File: src/rtl/uart_rx_cfg.sv
// uart_rx_cfg: oversampling UART receiver with majority-vote bit sampling,
// configurable framing, break detection and a show-ahead receive FIFO.
module uart_rx_cfg #(
    parameter int CLOCK_FREQ = 50000000,
    parameter int BAUD_RATE  = 115200,
    parameter int OVERSAMPLE = 16,
    parameter int DATA_BITS  = 8,
    parameter int PARITY     = 0,
    parameter int STOP_BITS  = 1,
    parameter int FIFO_DEPTH = 4
) (
    input  logic                 clk,
    input  logic                 rst_n,
    input  logic                 rx,
    output logic [DATA_BITS-1:0] rx_data,
    output logic                 rx_valid,
    input  logic                 rx_ready,
    output logic                 parity_err,
    output logic                 frame_err,
    output logic                 overrun,
    output logic                 break_det,
    output logic                 busy
);

    localparam int BAUD_OS = BAUD_RATE * OVERSAMPLE;
    localparam int DIV_RAW = (CLOCK_FREQ + BAUD_OS / 2) / BAUD_OS;
    localparam int DIV     = (DIV_RAW < 1) ? 1 : DIV_RAW;
    localparam int DW      = $clog2(DIV) + 1;
    localparam int TW      = $clog2(OVERSAMPLE);
    localparam int BW      = $clog2(DATA_BITS) + 1;
    localparam int AW      = $clog2(FIFO_DEPTH);
    localparam int FW      = DATA_BITS + 2;

    localparam logic [TW-1:0] SMP0 = TW'(OVERSAMPLE / 2 - 1);
    localparam logic [TW-1:0] SMP1 = TW'(OVERSAMPLE / 2);
    localparam logic [TW-1:0] SMP2 = TW'(OVERSAMPLE / 2 + 1);

    typedef enum logic [2:0] {IDLE, START, DATA, PAR, STOP, BRK} state_t;

    state_t               state, state_next;
    logic                 rx_meta, rx_s, rx_prev;
    logic [2:0]           sync_ok;
    logic [DW-1:0]        div_cnt;
    logic                 tick;
    logic [TW-1:0]        tick_cnt;
    logic [BW-1:0]        bit_cnt;
    logic [DATA_BITS-1:0] shreg;
    logic                 par_bit, ferr, s0, s1;
    logic                 push;
    logic [FW-1:0]        wr_word;
    logic [FW-1:0]        mem [FIFO_DEPTH];
    logic [AW-1:0]        wr_ptr, rd_ptr;
    logic [AW:0]          count;

    logic fall, vote, mid, last_stop, brk_cond, perr_calc, data_par;
    logic frame_done, brk_hit;
    logic full, pop, wr_en;
    logic [FW-1:0] head;

    // Two-flop synchronizer plus a previous-value flop for edge detection.
    // sync_ok holds off edge detection until the reset-time 1s have drained,
    // so a line already low when reset releases cannot look like a start edge.
    always_ff @(posedge clk or negedge rst_n) begin
        if (!rst_n) begin
            rx_meta <= 1'b1;
            rx_s    <= 1'b1;
            rx_prev <= 1'b1;
            sync_ok <= '0;
        end else begin
            rx_meta <= rx;
            rx_s    <= rx_meta;
            rx_prev <= rx_s;
            sync_ok <= {sync_ok[1:0], 1'b1};
        end
    end

    // Free-running divider producing one oversample tick every DIV clocks.
    always_ff @(posedge clk or negedge rst_n) begin
        if (!rst_n) begin
            div_cnt <= '0;
            tick    <= 1'b0;
        end else if (div_cnt == DW'(DIV - 1)) begin
            div_cnt <= '0;
            tick    <= 1'b1;
        end else begin
            div_cnt <= div_cnt + DW'(1);
            tick    <= 1'b0;
        end
    end

    assign fall      = sync_ok[2] & rx_prev & ~rx_s;
    assign vote      = (s0 & s1) | (s0 & rx_s) | (s1 & rx_s);
    assign mid       = tick && (tick_cnt == SMP2) &&
                       (state == START || state == DATA || state == PAR || state == STOP);
    assign last_stop = (STOP_BITS == 1) || (bit_cnt == BW'(1));
    assign data_par  = (^shreg) ^ par_bit;
    assign perr_calc = (PARITY == 1) ? ~data_par : (PARITY == 2) ? data_par : 1'b0;
    assign brk_cond  = (shreg == '0) && !par_bit && !vote && (bit_cnt == '0);

    // State register.
    always_ff @(posedge clk or negedge rst_n) begin
        if (!rst_n) state <= IDLE;
        else        state <= state_next;
    end

    // Next-state logic; decisions are made at the third sample of each bit.
    always_comb begin
        state_next = state;
        frame_done = 1'b0;
        brk_hit    = 1'b0;
        case (state)
            IDLE:  if (fall) state_next = START;
            START: if (mid) state_next = vote ? IDLE : DATA;
            DATA:  if (mid && bit_cnt == BW'(DATA_BITS - 1))
                       state_next = (PARITY != 0) ? PAR : STOP;
            PAR:   if (mid) state_next = STOP;
            STOP:  if (mid) begin
                       if (brk_cond) begin
                           state_next = BRK;
                           brk_hit    = 1'b1;
                       end else if (last_stop) begin
                           state_next = IDLE;
                           frame_done = 1'b1;
                       end
                   end
            BRK:   if (rx_s) state_next = IDLE;
            default: state_next = IDLE;
        endcase
    end

    // Bit timing, sampling, shift register and per-frame error accumulation.
    always_ff @(posedge clk or negedge rst_n) begin
        if (!rst_n) begin
            tick_cnt  <= '0;
            bit_cnt   <= '0;
            shreg     <= '0;
            par_bit   <= 1'b0;
            ferr      <= 1'b0;
            s0        <= 1'b1;
            s1        <= 1'b1;
            push      <= 1'b0;
            wr_word   <= '0;
            break_det <= 1'b0;
        end else begin
            push      <= frame_done;
            break_det <= brk_hit;
            if (frame_done) wr_word <= {shreg, perr_calc, ferr | ~vote};
            if (state == IDLE) begin
                tick_cnt <= '0;
                bit_cnt  <= '0;
                par_bit  <= 1'b0;
                ferr     <= 1'b0;
            end else if (tick) begin
                tick_cnt <= (tick_cnt == TW'(OVERSAMPLE - 1)) ? '0 : tick_cnt + TW'(1);
                if (tick_cnt == SMP0) s0 <= rx_s;
                if (tick_cnt == SMP1) s1 <= rx_s;
                if (mid) begin
                    case (state)
                        DATA: begin
                            shreg   <= {vote, shreg[DATA_BITS-1:1]};
                            bit_cnt <= (bit_cnt == BW'(DATA_BITS - 1)) ? '0 : bit_cnt + BW'(1);
                        end
                        PAR:  par_bit <= vote;
                        STOP: begin
                            ferr    <= ferr | ~vote;
                            bit_cnt <= bit_cnt + BW'(1);
                        end
                        default: ;
                    endcase
                end
            end
        end
    end

    assign full  = (count == (AW+1)'(FIFO_DEPTH));
    assign pop   = rx_valid && rx_ready;
    assign wr_en = push && (!full || pop);

    // FIFO storage; contents need no reset because the outputs are gated by rx_valid.
    always_ff @(posedge clk) begin
        if (wr_en) mem[wr_ptr] <= wr_word;
    end

    // FIFO pointers, occupancy and overrun pulse.
    always_ff @(posedge clk or negedge rst_n) begin
        if (!rst_n) begin
            wr_ptr  <= '0;
            rd_ptr  <= '0;
            count   <= '0;
            overrun <= 1'b0;
        end else begin
            overrun <= push && full && !pop;
            if (wr_en) wr_ptr <= wr_ptr + AW'(1);
            if (pop)   rd_ptr <= rd_ptr + AW'(1);
            case ({wr_en, pop})
                2'b10:   count <= count + (AW+1)'(1);
                2'b01:   count <= count - (AW+1)'(1);
                default: ;
            endcase
        end
    end

    assign head       = mem[rd_ptr];
    assign rx_valid   = (count != '0);
    assign rx_data    = rx_valid ? head[FW-1:2] : '0;
    assign parity_err = rx_valid & head[1];
    assign frame_err  = rx_valid & head[0];
    assign busy       = (state != IDLE);

endmodule

File: config.mk
export PLATFORM = sky130hd
export DESIGN_NAME = uart_rx_cfg
export DESIGN_NICKNAME = d
export VERILOG_FILES = /design/src/rtl/uart_rx_cfg.sv
export SDC_FILE = /design/constraint.sdc
export NUM_CORES = 1
export LEC_CHECK = 0
export ABC_AREA = 1
export BUFFER_PORTS_ARGS = -buffer_cell sky130_fd_sc_hd__buf_4
export CAP_MARGIN = 20
export CORE_MARGIN = 2
export CORE_UTILIZATION = 45
export CTS_CLUSTER_DIAMETER = 50
export DETAILED_ROUTE_END_ITERATION = 16
export REMOVE_ABC_BUFFERS = 1
export SYNTH_ARGS = -nofsm -noshare
export SYNTH_HDL_FRONTEND = slang
export SYNTH_SLANG_ARGS = --single-unit
File: constraint.sdc
create_clock -name clk -period 2.2 [get_ports clk]
set_input_delay 0.22 -clock clk [delete_from_list [all_inputs] [get_ports clk]]
set_output_delay 0.22 -clock clk [all_outputs]
set_load 0.02 [all_outputs]
-- After elaboration in Yosys (flattened, before gate mapping)
Memory sizes are Yosys's and may differ from the RTL's.
Cells that the tools add are included.
- bits in registers: 55
- latch bits: 0
- bits in writable memories: 36
- bits in read-only memories: 0
- input port bits: 4
- output and inout port bits: 14
- memories kept: 1
- memories (memory ; words ; width ; rd ports ; clocked after Yosys merged registers in ; write ports ; line ; text):
    mem ; 4 ; 9 ; 1 ; 0 ; 1 ; 51 ; logic [FW-1:0] mem [FIFO_DEPTH];
- add/subtract/negate cells: 7
- $mul: 0
- div/mod/pow operators: 0
- order comparisons: 0
- equality and inequality tests: 20
- shift-type cells: 0
- multiplexer cells: 37
- bitwise gates (word level): 13
- reductions and logical operators: 36
- operators by type and width (cell ; count):
    $mux W4 ; 7
    $mux W3 ; 7
    $pmux W3 S6 ; 1
    $mux W1 ; 17
    $reduce_and A3 Y1 ; 5
    $eq A4 B4 Y1 const B ; 3
    $logic_and A1 B1 Y1 ; 10
    $ne A2 B2 Y1 const B ; 5
    $reduce_bool A2 Y1 ; 5
    $eq A3 B3 Y1 const B ; 3
    $reduce_bool A3 Y1 ; 3
    $add A4 B1 Y4 const B ; 2
    $eq A4 B3 Y1 const B ; 2
    $logic_not A8 Y1 ; 1
    $mux W8 ; 1
    $pmux W4 S2 ; 1
    $add A6 B1 Y6 const B ; 1
    $and A1 B1 Y1 ; 6
    $eq A3 B2 Y1 const B ; 2
    $eq A6 B5 Y1 const B ; 1
    $mux W6 ; 1
    $pmux W3 S2 ; 1
    $reduce_and A6 Y1 ; 1
    $add A2 B1 Y2 const B ; 2
    other kinds (15) ; 25

-- Logic depth before layout (Yosys ltp)
Gate-level depths: netlist of the first run.
- word-level depth: 9
- depth in mapped cells: 10

-- Worst setup path before layout of the first run
OpenSTA, ideal clock, no wires.
- kind: register to register
- from: register count[0]
- to: register count[2]
- data arrival time: 1723 ps
- path slack: 353 ps
- cell stages (with the launch flop): 10
- path buffers: 0
- cells stage by stage: dfrtp_1 > inv_1 > nand4_1 > nand2_1 > ha_1 > inv_1 > fa_1 > a21oi_1 > o21ai_0 > xnor2_1
- cells in the longest elaborated chain, start to end: 6
- RTL lines (what ; line ; text):
    start, declared ; 53 ; logic [AW:0] count;
    start signal, assigned ; 196 ; 2'b10: count <= count + (AW+1)'(1);
    start signal, assigned ; 197 ; 2'b01: count <= count - (AW+1)'(1);
    $eq A3 B3 Y1 / $reduce_bool A3 Y1 (equally long branches) ; 175, 204 ;
    $logic_not A1 Y1 / $logic_and A1 B1 Y1 (equally long branches) ; 177, 176 ;
    $logic_or A1 B1 Y1 ; 177 ; assign wr_en = push && (!full || pop);
    $logic_and A1 B1 Y1 ; 177 ;
    $eq A2 B1 Y1 / $eq A2 B2 Y1 (equally long branches) ; 195 ; case ({wr_en, pop})
    $pmux W3 S2 / $reduce_bool A2 Y1 (equally long branches) ; -- ;
Parallel ways exist; a longest one is shown, timed or not.
A chain may end at the register's enable or synchronous reset.

-- Worst setup path in the final report of the first run
Same ends and word-level chain as after synthesis.

==> results.md, run 1 <==
- Compared with the post-synthesis result, the final layout area differs by 11.6%.
- The count of flip-flops with a built-in enable after synthesis is 36.
- The die outline height is 99.1 um.
- The final number of hold-violating endpoints is 0.
- The number of antenna violations at the first check in global routing is 0.
- The design draws 4.60 mW.
- The later pin in the worst-skew pair is clocked with a latency of 0.35 ns.
- In this run the number of H-tree levels came out at 3.
- The maximum cell stage delay along the critical path is 0.38 ns.
- After synthesis, the share of cell area in mux cells is 0.
- Walking the worst path, the cells encountered are inv_1 > nand2_1 > nor2_1 > nor2_1 > ha_1 > inv_1 > fa_1 > a21oi_1 > o21ai_0 > xnor2_1.
- The static leakage is 2.02 nW.
- The average vias per placed instance is 4.81.
- Clock tree synthesis inserted a total of 9 buffers.
- Routability-driven placement finished with a final weighted congestion of 0.788.
- Synthesis inferred 91 register bits.
- The total overflow left after global routing is 0.
- The worst-path cell with the longest stage delay is sky130_fd_sc_hd__fa_1.
- The I/O pin count is 18.
- In this run the worst path has a maximum fanout of 3.
- The launch point of the worst hold path is rx_ready.
- The post-synthesis instance area is 4070 um2.
- Across the VDD grid, the largest voltage drop is 0.507 mV.
- The portion of synthesized cell area occupied by the leading cell type is 0.307.
- The number of violations of the max-capacitance limit is 0.
- Hold timing on the final database bottoms out at a slack of 0.183 ns.
- Derived from the worst setup path, the maximum achievable clock frequency is 0.520 GHz.
- The critical path is of the register to register type.
- The mean instance size in the synthesized netlist is 10.2 um2.
- The floorplan has 34 rows.
- Summed over all instances, the cell type with the most area after synthesis is sky130_fd_sc_hd__dfrtp_1.
- The count of nets left with antenna violations once routing finished came out at 0.
- The sequential share of the synthesized area is 0.605.
- The clock tree from TritonCTS is built.
- For this run, asynchronously set or reset flops after synthesis account for 0.604.
- In this run, the number of DRC markers left after iteration 0 of detailed routing was 150.
- The via total after detailed routing is 2606.
- The final count of pins violating max slew is 0.
- The number of antenna diodes in the final layout is 0.
- Ranked by instance count, the synthesized netlist is headed by sky130_fd_sc_hd__nor2_1, sky130_fd_sc_hd__nand2_1, sky130_fd_sc_hd__dfrtp_1.
- The length of the first detailed-routing pass in iterations is 4.
- The die covers 9820 um2.
- Setup repair after global routing left no endpoint under its margin.
- The sort of element at the start of the critical path is a register.
- Entering global routing, the biggest net connects 56 pins.
- The total length of routed wires is 6.83 mm.
- The predominant post-synthesis flop cell is sky130_fd_sc_hd__dfrtp_1.
- Across every metal layer, demand over resource in global routing totals 0.155.
- In the final layout, the share of cells above drive strength 1 is 0.177.
- The launching instance or port of the critical path is count[0].
- The final-stage net count is 446.
- The number of global-route vias before repair is 2574.
- The power per cell area is 1010 nW/um2.
- The number of port buffers is 16.
- The post-route fraction of the period consumed by the critical path is 0.874.
- The time the final worst path needs with I/O delays and setup is 1.92 ns.
- For the worst setup path, the data required time is 2.43 ns.
- The final number of setup-violating endpoints is 0.
- The classification of the worst-slack hold path is primary input to register.
- The start of the worst register-to-register path is count[0].
- For the pin with the worst max-slew slack, the measured transition is 0.690 ns.
- The estimated wirelength of the detail-placed design is 4.47 mm.
- After technology mapping, the gate count stands at 400.
- The wire length per cell after detailed routing is 12.6 um.
- The worst setup path is captured at a register.
- The run finished with clean final reports.
- The warning count from the yosys run is 0.
- The post-synthesis share of cell area spent on and, or, nand and nor gates is 0.177.
- The data arrival time of the worst path is 2.16 ns.
- The dominant cell by count in the synthesized netlist is sky130_fd_sc_hd__nor2_1.
- Post-CTS repair changed the size of 0 cells.
- Clock skew on the completed layout was measured at 0.00653 ns.
- The global-route wire length before repair is 12.1 mm.
- The initial core utilization is 0.464.
- Ranked by total cell area, the synthesized netlist is headed by sky130_fd_sc_hd__dfrtp_1, sky130_fd_sc_hd__edfxtp_1, sky130_fd_sc_hd__nor2_1.
- The count of buffering cells on the critical path with inverters included is 2.
- Of the total synthesized cell area, the portion taken by full adders, half adders and majority gates is 0.0418.
- The synthesized netlist contains 34 unique library cells.
- The fraction of synthesized cell area in xor and xnor cells is 0.0194.
- In the routed design, unresolved DRC markers number 0.
- In this run the post-CTS setup repair buffer count came out at 0.
- The area fraction in compound gates after synthesis was 0.0962.
- Hold repair after CTS inserted 2 buffers.
- The clock drives 91 sinks.
- After routing, the total negative slack on setup checks comes to 0 ns.
- The clock passes through at most 2 buffers.
- The core region is 8760 um2.
- After synthesis, the largest family of logic cells by area is simple AND/OR/NAND/NOR gates.
- The worst max-slew margin expressed relative to the limit is 0.540.
- The floorplan step set the die width to 99.1 um.
- The gate family responsible for the most delay along the worst path is adder cells.
- The clock transition time at the flip-flop clock pins of the worst setup and hold paths is 0.09 ns.
- The root buffer cell chosen for the clock tree is sky130_fd_sc_hd__clkbuf_8.
## cell families (layout without fill, tap and decap cells)
logic type / count (synthesis) / count (layout)
xor+xnor: 9 / 9
compound gates: 68 / 68
fa+ha+maj: 13 / 13
flops: 91 / 91
simple gates: 160 / 160
buf+inv: 57 / 91
other cells: 2 / 2
## where the power goes
part / leakage, nW / internal (mW) / switching [mW]
logic: 0.822 / 0.595 / 1.00
registers: 1.12 / 1.86 / 0.0995
clock network: 0.0819 / 0.430 / 0.618
total: 2.02 / 2.88 / 1.72
## path summary, 6_finish.rpt
kind,to,slack [ns],cells after the start
setup / recovery,count[2],0.28,10
hold / removal,overrun,0.18,4
setup reg to reg,count[2],0.28,10
hold reg to reg,sync_ok[2],0.35,0
max in group asynchronous,wr_word[5],1.29,2
min in group asynchronous,state[1],0.45,2
## stage by stage
stage	std cells	worst slack (ns)	instance area, um2	util
final	542	0.278	4540	0.518
after global routing	542	0.121	4540	0.518
after CTS	542	0.282	4540	0.518
after detailed placement	524	0.317	4340	0.495
after global placement	524	0.370	4340	0.495
after floorplan	392	0.249	4020	-
## area by class of cell
| class | instances | area (um2) |
|---|---|---|
| clock buffer | 9 | 124 |
| clock inverter | 7 | 61.3 |
| fill | 798 | 4220 |
| inverter | 49 | 189 |
| multi-input combinational | 252 | 1370 |
| sequential | 91 | 2460 |
| tap | 108 | 135 |
| timing repair buffer | 26 | 200 |
## layout by cell type, fill, tap and decap left out, drive strengths merged, types with 2 or more instances in the layout
cell / instances
buf: 24
clkinvlp: 4
nor2: 66
dfstp: 5
o21ai: 50
dlygate4sd3: 2
nand4: 7
clkbuf: 9
a21oi: 16
ha: 12
nand2: 67
nand3: 15
xnor2: 2
edfxtp: 36
inv: 51
nor3: 3
dfrtp: 50
xor2: 7
conb: 2
## state kept, by name (all words and copies together) (netlist names), 2 cells and up
name and cells:
mem 36, wr_word 9, shreg 8, div_cnt 6, bit_cnt 4, tick_cnt 4
count 3, state 3, sync_ok 3, rd_ptr 2, wr_ptr 2
## layer usage
layer	wire (um)	GRT usage	vias to the layer above
met4	86	0.0527	0
li1	-	-	1356
met1	3350	0.203	1205
met5	0	0	-
met3	222	0.0387	8
met2	3170	0.256	37
## worst register-to-register path, cell delays in order (launching register included)
cell and delay [ns]:
sky130_fd_sc_hd__dfrtp_1 0.37, sky130_fd_sc_hd__inv_1 0.08, sky130_fd_sc_hd__nand2_1 0.07, sky130_fd_sc_hd__nor2_1 0.04
sky130_fd_sc_hd__nor2_1 0.19, sky130_fd_sc_hd__ha_1 0.19, sky130_fd_sc_hd__inv_1 0.07, sky130_fd_sc_hd__fa_1 0.38
sky130_fd_sc_hd__a21oi_1 0.16, sky130_fd_sc_hd__o21ai_0 0.12, sky130_fd_sc_hd__xnor2_1 0.15
Power figures use the tool's default switching activity.
==> run 2: changes to the inputs <==
--- a/config.mk
+++ b/config.mk
@@ -12,6 +12,7 @@
 export CORE_UTILIZATION = 45
 export CTS_CLUSTER_DIAMETER = 50
 export DETAILED_ROUTE_END_ITERATION = 16
+export PLACE_DENSITY = 0.67
 export REMOVE_ABC_BUFFERS = 1
 export SYNTH_ARGS = -nofsm -noshare
 export SYNTH_HDL_FRONTEND = slang
==> run 2 against run 1 <==
Final cell count is 0.18% lower. Count of clock-buffer cells in the layout unchanged. Wire length shrank 1.3%. Register-to-register slack worse by 0.07 ns. Clock power rose by 10%. Combinational power decreased by 3%. Global-route usage down 0.24 points. Final area rose by 0.39%. Power grew 2.4%. Non-clock buffer count is 1 lower. Highest routed layer unchanged.
==> results.md, run 2 (synthesis gave the netlist of run 1 again) <==
- The classification of the worst-slack hold path is primary input to register (unchanged).
- The net switching power came to 1.72 mW (about the same).
- The number of post-CTS setup repair buffers came to 0 (unchanged).
- The combinational cell fraction of total power came to 0.331 (was 0.347).
- The antenna diode count is 0 (unchanged).
- The aggregate negative setup slack is 0 ns (unchanged).
- The maximum buffer depth of the clock tree is 2 (unchanged).
- The type of the worst setup path is register to register (unchanged).
- The share of power burned in the clock network was 0.247 (was 0.228).
- The worst clock skew is 0.00758 ns (was 0.00653 ns).
- The clock tree from TritonCTS is built (unchanged).
- The transition time at the pin with the least slew margin came to 0.689 ns (was 0.690 ns).
- The number of nets still failing antenna checks after routing is 0 (unchanged).
- The share of layout cells above drive strength 1 is 0.180 (was 0.177).
- The final count of pins violating max slew is 0 (unchanged).
- The time the final worst path needs with I/O delays and setup came to 1.99 ns (was 1.92 ns).
- The final-stage net count came to 445 (was 446).
- The maximum cell stage delay along the critical path was 0.38 ns (about the same).
- The sequential share of power was 0.422 (was 0.425).
- The root buffer cell is sky130_fd_sc_hd__clkbuf_8 (unchanged).
- The data required time of the critical path was 2.45 ns (was 2.43 ns).
- The via total after detailed routing was 2611 (was 2606).
- The initial core utilization is 0.464 (unchanged).
- The number of H-tree branching levels is 3 (unchanged).
- The static leakage is 2.04 nW (was 2.02 nW).
- The number of violations of the max-capacitance limit is 0 (unchanged).
- The sequential cell area is 2460 um2 (about the same).
- The final number of hold-violating endpoints is 0 (unchanged).
- The worst-path cell with the longest stage delay is sky130_fd_sc_hd__fa_1 (unchanged).
- The largest fanout of any net on the critical path is 3 (unchanged).
- The number of antenna violations at the first check in global routing is 0 (unchanged).
- The power per cell area is 1030 nW/um2 (was 1010 nW/um2).
- The wire length per cell after detailed routing is 12.5 um (was 12.6 um).
- The I/O pin count is 18 (unchanged).
- The most frequent standard cell in the layout excluding fill and tap cells is sky130_fd_sc_hd__nor2_1 (unchanged).
- The clock transition time at the flip-flop clock pins of the worst setup and hold paths came to 0.09 ns (about the same).
- The maximum clock frequency is 0.503 GHz (was 0.520 GHz).
- Setup repair after global routing missed its margin: no (unchanged).
- The count of buffering cells on the critical path with inverters included is 2 (unchanged).
- The estimated wirelength of the detail-placed design is 4.59 mm (was 4.47 mm).
- The capturing element type of the critical path was a register (unchanged).
- The gate family responsible for the most delay along the worst path was adder cells (unchanged).
- The clock latency reported for the late side of the worst-skew pair was 0.35 ns (about the same).
- The number of port buffers came to 16 (unchanged).
- The number of DRC markers after the initial detailed-route iteration is 83 (was 150).
- The smallest hold slack came to 0.185 ns (was 0.183 ns).
- The layout overhead on the synthesized area came to 12.0% (was 11.6%).
- The clock sink count is 91 (unchanged).
- The worst max-slew margin expressed relative to the limit came to 0.541 (was 0.540).
- Status: finished clean (unchanged).
- The average vias per placed instance is 4.83 (was 4.81).
- The total DRC errors in the routed layout is 0 (unchanged).
- The largest net degree at the start of global routing is 56 (unchanged).
- The sort of element at the start of the critical path is a register (unchanged).
- The post-route fraction of the period consumed by the critical path is 0.903 (was 0.874).
- Top library cells by usage in the layout, fill and taps aside: sky130_fd_sc_hd__nor2_1, sky130_fd_sc_hd__nand2_1, sky130_fd_sc_hd__dfrtp_1 (unchanged).
- The number of clock buffers inserted by TritonCTS is 9 (unchanged).
- The overall power came to 4.71 mW (was 4.60 mW).
- The register with the most flip-flops is mem (unchanged).
- The global-route wire length before repair is 11.9 mm (was 12.1 mm).
- The length of the first detailed-routing pass in iterations was 4 (unchanged).
- The worst vdd rail ir drop is 0.568 mV (was 0.507 mV).
- The data arrival time of the worst path is 2.23 ns (was 2.16 ns).
- Worst-path cell chain: inv_1 > nand2_1 > nor2_1 > nor2_1 > ha_1 > inv_1 > fa_1 > a21oi_1 > o21ai_0 > xnor2_1 (unchanged).
- The number of flip-flops in the largest register is 36 (unchanged).
- Registers with the highest flip-flop counts: mem: 36 flops, wr_word: 9 flops, shreg: 8 flops (unchanged).
- The row count is 34 (unchanged).
- The die area is 9820 um2 (unchanged).
- The final weighted congestion in routability-driven placement came to 0.833 (was 0.788).
- The switching part of the total is 0.365 (was 0.374).
- The area occupied by multi-input gates is 1370 um2 (unchanged).
- The die outline height is 99.1 um (unchanged).
- The total overflow reported by the global router is 0 (unchanged).
- The final number of setup-violating endpoints came to 0 (unchanged).
- The core outline area was 8760 um2 (unchanged).
- The number of global-route vias before repair is 2579 (was 2574).
- The die extent in x is 99.1 um (unchanged).
- The total length of routed wires was 6.74 mm (was 6.83 mm).
- The fill cell instance count of the final layout is 791 (was 798).
- The combined global-route utilization of all metal layers was 0.153 (was 0.155).
- The internal power component is 2.99 mW (was 2.88 mW).
run 2: through the flow:
step	setup slack [ns]	cells	util	area, um2
floorplan	0.249	392	-	4020
global placement	0.374	523	0.494	4330
detailed placement	0.262	523	0.494	4330
CTS	0.140	541	0.520	4560
global route	0.0461	541	0.520	4560
finish	0.213	541	0.520	4560
run 2: path summary, 6_finish.rpt:
| check | from | to | slack (ns) | cells after the start |
|---|---|---|---|---|
| worst max register to register | count[0] | count[2] | 0.21 | 10 |
| worst max-delay path | count[0] | count[2] | 0.21 | 10 |
| min in group asynchronous | rst_n | tick_cnt[0] | 0.45 | 2 |
| max in group asynchronous | rst_n | rd_ptr[1] | 1.26 | 2 |
| worst min-delay path | rx_ready | overrun | 0.19 | 4 |
| worst min register to register | sync_ok[1] | sync_ok[2] | 0.35 | 0 |
run 2: final cells by class:
class,count,area share
timing repair buffer,25,0.0423
tap,108,0.0296
clock inverter,7,0.0184
inverter,49,0.0417
multi-input combinational,252,0.300
sequential,91,0.541
clock buffer,9,0.0272
run 2: what timing repair did:
item | CTS | global route
hold buffers | 2 | 0
resized for setup | 1 | 1
hold endpoints to repair | 51 | 0
endpoints found under the setup margin | 3 | 3
run 2: worst min-delay path: cells and delay by family:
kind / cells / cell delay, ns
buffers and inverters: 2 / 0.12
AND/OR/NAND/NOR: 2 / 0.16
run 2: per-layer routing:
layer  global-route usage  part of all wire  vias to the layer above  wire (um)
met1                0.204              0.49                     1220       3320
met5                    0                 0                        -          0
li1                     -                 -                     1355          -
met2                0.249              0.47                       27       3170
met3               0.0344             0.025                        9        170
met4               0.0527             0.012                        0         79
run 2: power groups by stage:
| stage | combinational, mW | sequential, mW | clock, mW |
|---|---|---|---|
| 6_report | 1.56 | 1.99 | 1.16 |
| 5_1_grt | 1.76 | 2.01 | 1.27 |
| 4_1_cts | 1.58 | 1.99 | 1.19 |
| 3_5_place_dp | 1.57 | 2.02 | 0 |
| 3_3_place_gp | 1.52 | 2.01 | 0 |
| 2_1_floorplan | 1.06 | 2.02 | 0 |
==> run 3: changes to the inputs <==
==> constraint.sdc (replaced) <==
create_clock -name clk -period 2.4 [get_ports clk]
set_input_delay 0.24 -clock clk [delete_from_list [all_inputs] [get_ports clk]]
set_output_delay 0.24 -clock clk [all_outputs]
set_load 0.02 [all_outputs]
==> run 3 against run 2 <==
Wire length grew 1.8%. Flip-flop and latch count unchanged. Die area did not move. Via count grew 1.2%. Worst setup slack gained 0.0094 ns. Sequential share of layout area is 0.24 points higher. Critical path depth is 5 lower. Largest power group unchanged.
==> results.md, run 3 (synthesis gave the netlist of run 1 again) <==
- Status: finished clean (unchanged).
- The count of buffering cells on the critical path with inverters included came to 2 (unchanged).
- The clock sink count is 91 (unchanged).
- The number of violations of the max-capacitance limit is 0 (unchanged).
- The number of global-route vias before repair is 2551 (was 2579).
- The power per cell area came to 934 nW/um2 (was 1030 nW/um2).
- The total overflow reported by the global router came to 0 (unchanged).
- The total length of routed wires is 6.86 mm (was 6.74 mm).
- The data arrival time of the worst path is 1.94 ns (was 2.23 ns).
- The area of placed instances is 4320 um2 (was 4330 um2).
- The data required time of the critical path is 2.16 ns (was 2.45 ns).
- The sequential share of power was 0.433 (was 0.422).
- The antenna diode count is 0 (unchanged).
- The fill cell instance count of the final layout is 804 (was 791).
- The number of H-tree branching levels was 3 (unchanged).
- The placement-stage worst setup slack came to 0.343 ns (was 0.262 ns).
- Worst-path cell chain: clkinv_1 > nor2_1 > o21ai_0 > a21oi_1 > buf_4 (was inv_1 > nand2_1 > nor2_1 > nor2_1 > ha_1 > inv_1 > fa_1 > a21oi_1 > o21ai_0 > xnor2_1).
- The combined global-route utilization of all metal layers is 0.154 (was 0.153).
- The layout overhead on the synthesized area is 11.4% (was 12.0%).
- The maximum buffer depth of the clock tree came to 2 (unchanged).
- Top library cells by usage in the layout, fill and taps aside: sky130_fd_sc_hd__nor2_1, sky130_fd_sc_hd__nand2_1, sky130_fd_sc_hd__dfrtp_1 (unchanged).
- The largest net degree at the start of global routing came to 56 (unchanged).
- The estimated wirelength of the detail-placed design is 4.73 mm (was 4.59 mm).
- The maximum clock frequency is 0.459 GHz.
- The final count of pins violating max slew is 0 (unchanged).
- The number of post-CTS setup repair buffers was 0 (unchanged).
- The setup slack after layout was 0.222 ns (was 0.213 ns).
- The number of clock buffers inserted by TritonCTS is 9 (unchanged).
- The worst max-slew margin expressed relative to the limit is 0.535 (was 0.541).
- The type of the worst setup path is register to output pin (was register to register).
- The global-route wire length before repair is 11.9 mm (about the same).
- The most frequent standard cell in the layout excluding fill and tap cells is sky130_fd_sc_hd__nor2_1 (unchanged).
- The die extent in x was 99.1 um (unchanged).
- The clock transition time at the flip-flop clock pins of the worst setup and hold paths came to 0.09 ns (about the same).
- The combinational cell fraction of total power is 0.335 (was 0.331).
- The initial core utilization is 0.464 (unchanged).
- The aggregate negative setup slack is 0 ns (unchanged).
- The clock period could shrink to 2.18 ns.
- The switching part of the total is 0.377 (was 0.365).
- The worst clock skew is 0.00731 ns (was 0.00758 ns).
- In the finished design, the share of the clock period the worst path needs comes to 0.907.
- The I/O pin count came to 18 (unchanged).
- Setup repair after global routing missed its margin: no (unchanged).
- The final number of setup-violating endpoints is 0 (unchanged).
- The length of the first detailed-routing pass in iterations is 4 (unchanged).
- The average vias per placed instance came to 4.89 (was 4.83).
- The number of gates resized after CTS is 0 (was 1).
- The transition time at the pin with the least slew margin is 0.698 ns (was 0.689 ns).
- The static leakage is 2.03 nW (was 2.04 nW).
- The total DRC errors in the routed layout is 0 (unchanged).
- The core outline area is 8760 um2 (unchanged).
- The worst-path cell with the longest stage delay is sky130_fd_sc_hd__dfrtp_1 (was sky130_fd_sc_hd__fa_1).
- The number of flip-flops in the largest register was 36 (unchanged).
- The internal power component is 2.64 mW (was 2.99 mW).
- The final number of hold-violating endpoints is 0 (unchanged).
- The number of port buffers is 16 (unchanged).
- Registers with the highest flip-flop counts: mem: 36 flops, wr_word: 9 flops, shreg: 8 flops (unchanged).
- The maximum cell stage delay along the critical path is 0.58 ns (was 0.38 ns).
- The worst vdd rail ir drop is 0.356 mV (was 0.568 mV).
- The gate family responsible for the most delay along the worst path was flip-flops (was adder cells).
- The row count is 34 (unchanged).
- The net switching power is 1.60 mW (was 1.72 mW).
- The design area is 4540 um2 (was 4560 um2).
- The final weighted congestion in routability-driven placement was 0.799 (was 0.833).
- The via total after detailed routing is 2643 (was 2611).
- The sequential cell area was 2460 um2 (about the same).
- The register with the most flip-flops is mem (unchanged).
- The number of nets still failing antenna checks after routing was 0 (unchanged).
- The clock latency reported for the late side of the worst-skew pair came to 0.36 ns (was 0.35 ns).
- The final-stage net count came to 444 (was 445).
- The number of antenna violations at the first check in global routing was 0 (unchanged).
- The largest fanout of any net on the critical path was 10 (was 3).
- The overall power was 4.24 mW (was 4.71 mW).
- The sort of element at the start of the critical path is a register (unchanged).
- The die outline height is 99.1 um (unchanged).
- The share of layout cells above drive strength 1 is 0.174 (was 0.180).
- The die area is 9820 um2 (unchanged).
- The wire length per cell after detailed routing is 12.7 um (was 12.5 um).
- The share of power burned in the clock network is 0.232 (was 0.247).
- The root buffer cell was sky130_fd_sc_hd__clkbuf_8 (unchanged).
- The number of DRC markers after the initial detailed-route iteration is 131 (was 83).
- The area occupied by multi-input gates came to 1370 um2 (unchanged).
- The clock tree from TritonCTS is built (unchanged).
- The capturing element type of the critical path is an output pin (was register).
- The classification of the worst-slack hold path is primary input to register (unchanged).
-- run 3: power by group through the flow --
| stage | Sequential [mW] | Combinational (mW) | Clock (mW) |
|---|---|---|---|
| after floorplan | 1.85 | 0.971 | 0 |
| after global placement | 1.86 | 1.38 | 0 |
| after detailed placement | 1.87 | 1.43 | 0 |
| after CTS | 1.83 | 1.44 | 1.02 |
| after global routing | 1.85 | 1.60 | 1.08 |
| final | 1.83 | 1.42 | 0.985 |
-- run 3: stage by stage --
step,hold slack (ns),instances,utilization
6_report,0.195,540,0.518
5_1_grt,0.188,540,0.518
4_1_cts,0.178,540,0.518
3_5_place_dp,0.335,522,0.493
3_3_place_gp,0.334,522,0.493
2_1_floorplan,-0.0556,392,-
-- run 3: what timing repair did --
action | 4_1_cts | 5_1_grt
endpoints found under the hold margin | 51 | 0
endpoints found under the setup margin | 0 | 0
hold buffers | 2 | 0
-- run 3: metal layers --
| metal | wire length [um] | GRT usage | part of all wire |
|---|---|---|---|
| met1 | 3190 | 0.191 | 0.47 |
| met2 | 3310 | 0.262 | 0.48 |
| met3 | 228 | 0.0358 | 0.033 |
| met4 | 129 | 0.0601 | 0.019 |
| met5 | 0 | 0 | 0 |
-- run 3: path summary, 6_finish.rpt --
path / start / endpoint / slack [ns] / depth (start not counted)
hold / removal: rx_ready / overrun / 0.20 / 4
setup / recovery: rd_ptr[1] / rx_data[5] / 0.22 / 5
min in group asynchronous: rst_n / div_cnt[1] / 0.46 / 2
hold reg to reg: sync_ok[0] / sync_ok[1] / 0.36 / 0
max in group asynchronous: rst_n / wr_word[2] / 1.47 / 2
setup reg to reg: count[0] / count[2] / 0.32 / 9
-- run 3: tightest hold or removal path, delay by kind of cell --
kind          cells  cell delay, ns
simple gates      2            0.17
buf+inv           2            0.12
-- run 3: area by class of cell --
class	instances	share of cell area
Multi-Input combinational cell	252	0.302
Sequential cell	91	0.543
Inverter	49	0.0417
Tap cell	108	0.0298
Clock inverter	7	0.0157
Clock buffer	9	0.0273
Timing Repair Buffer	24	0.0408
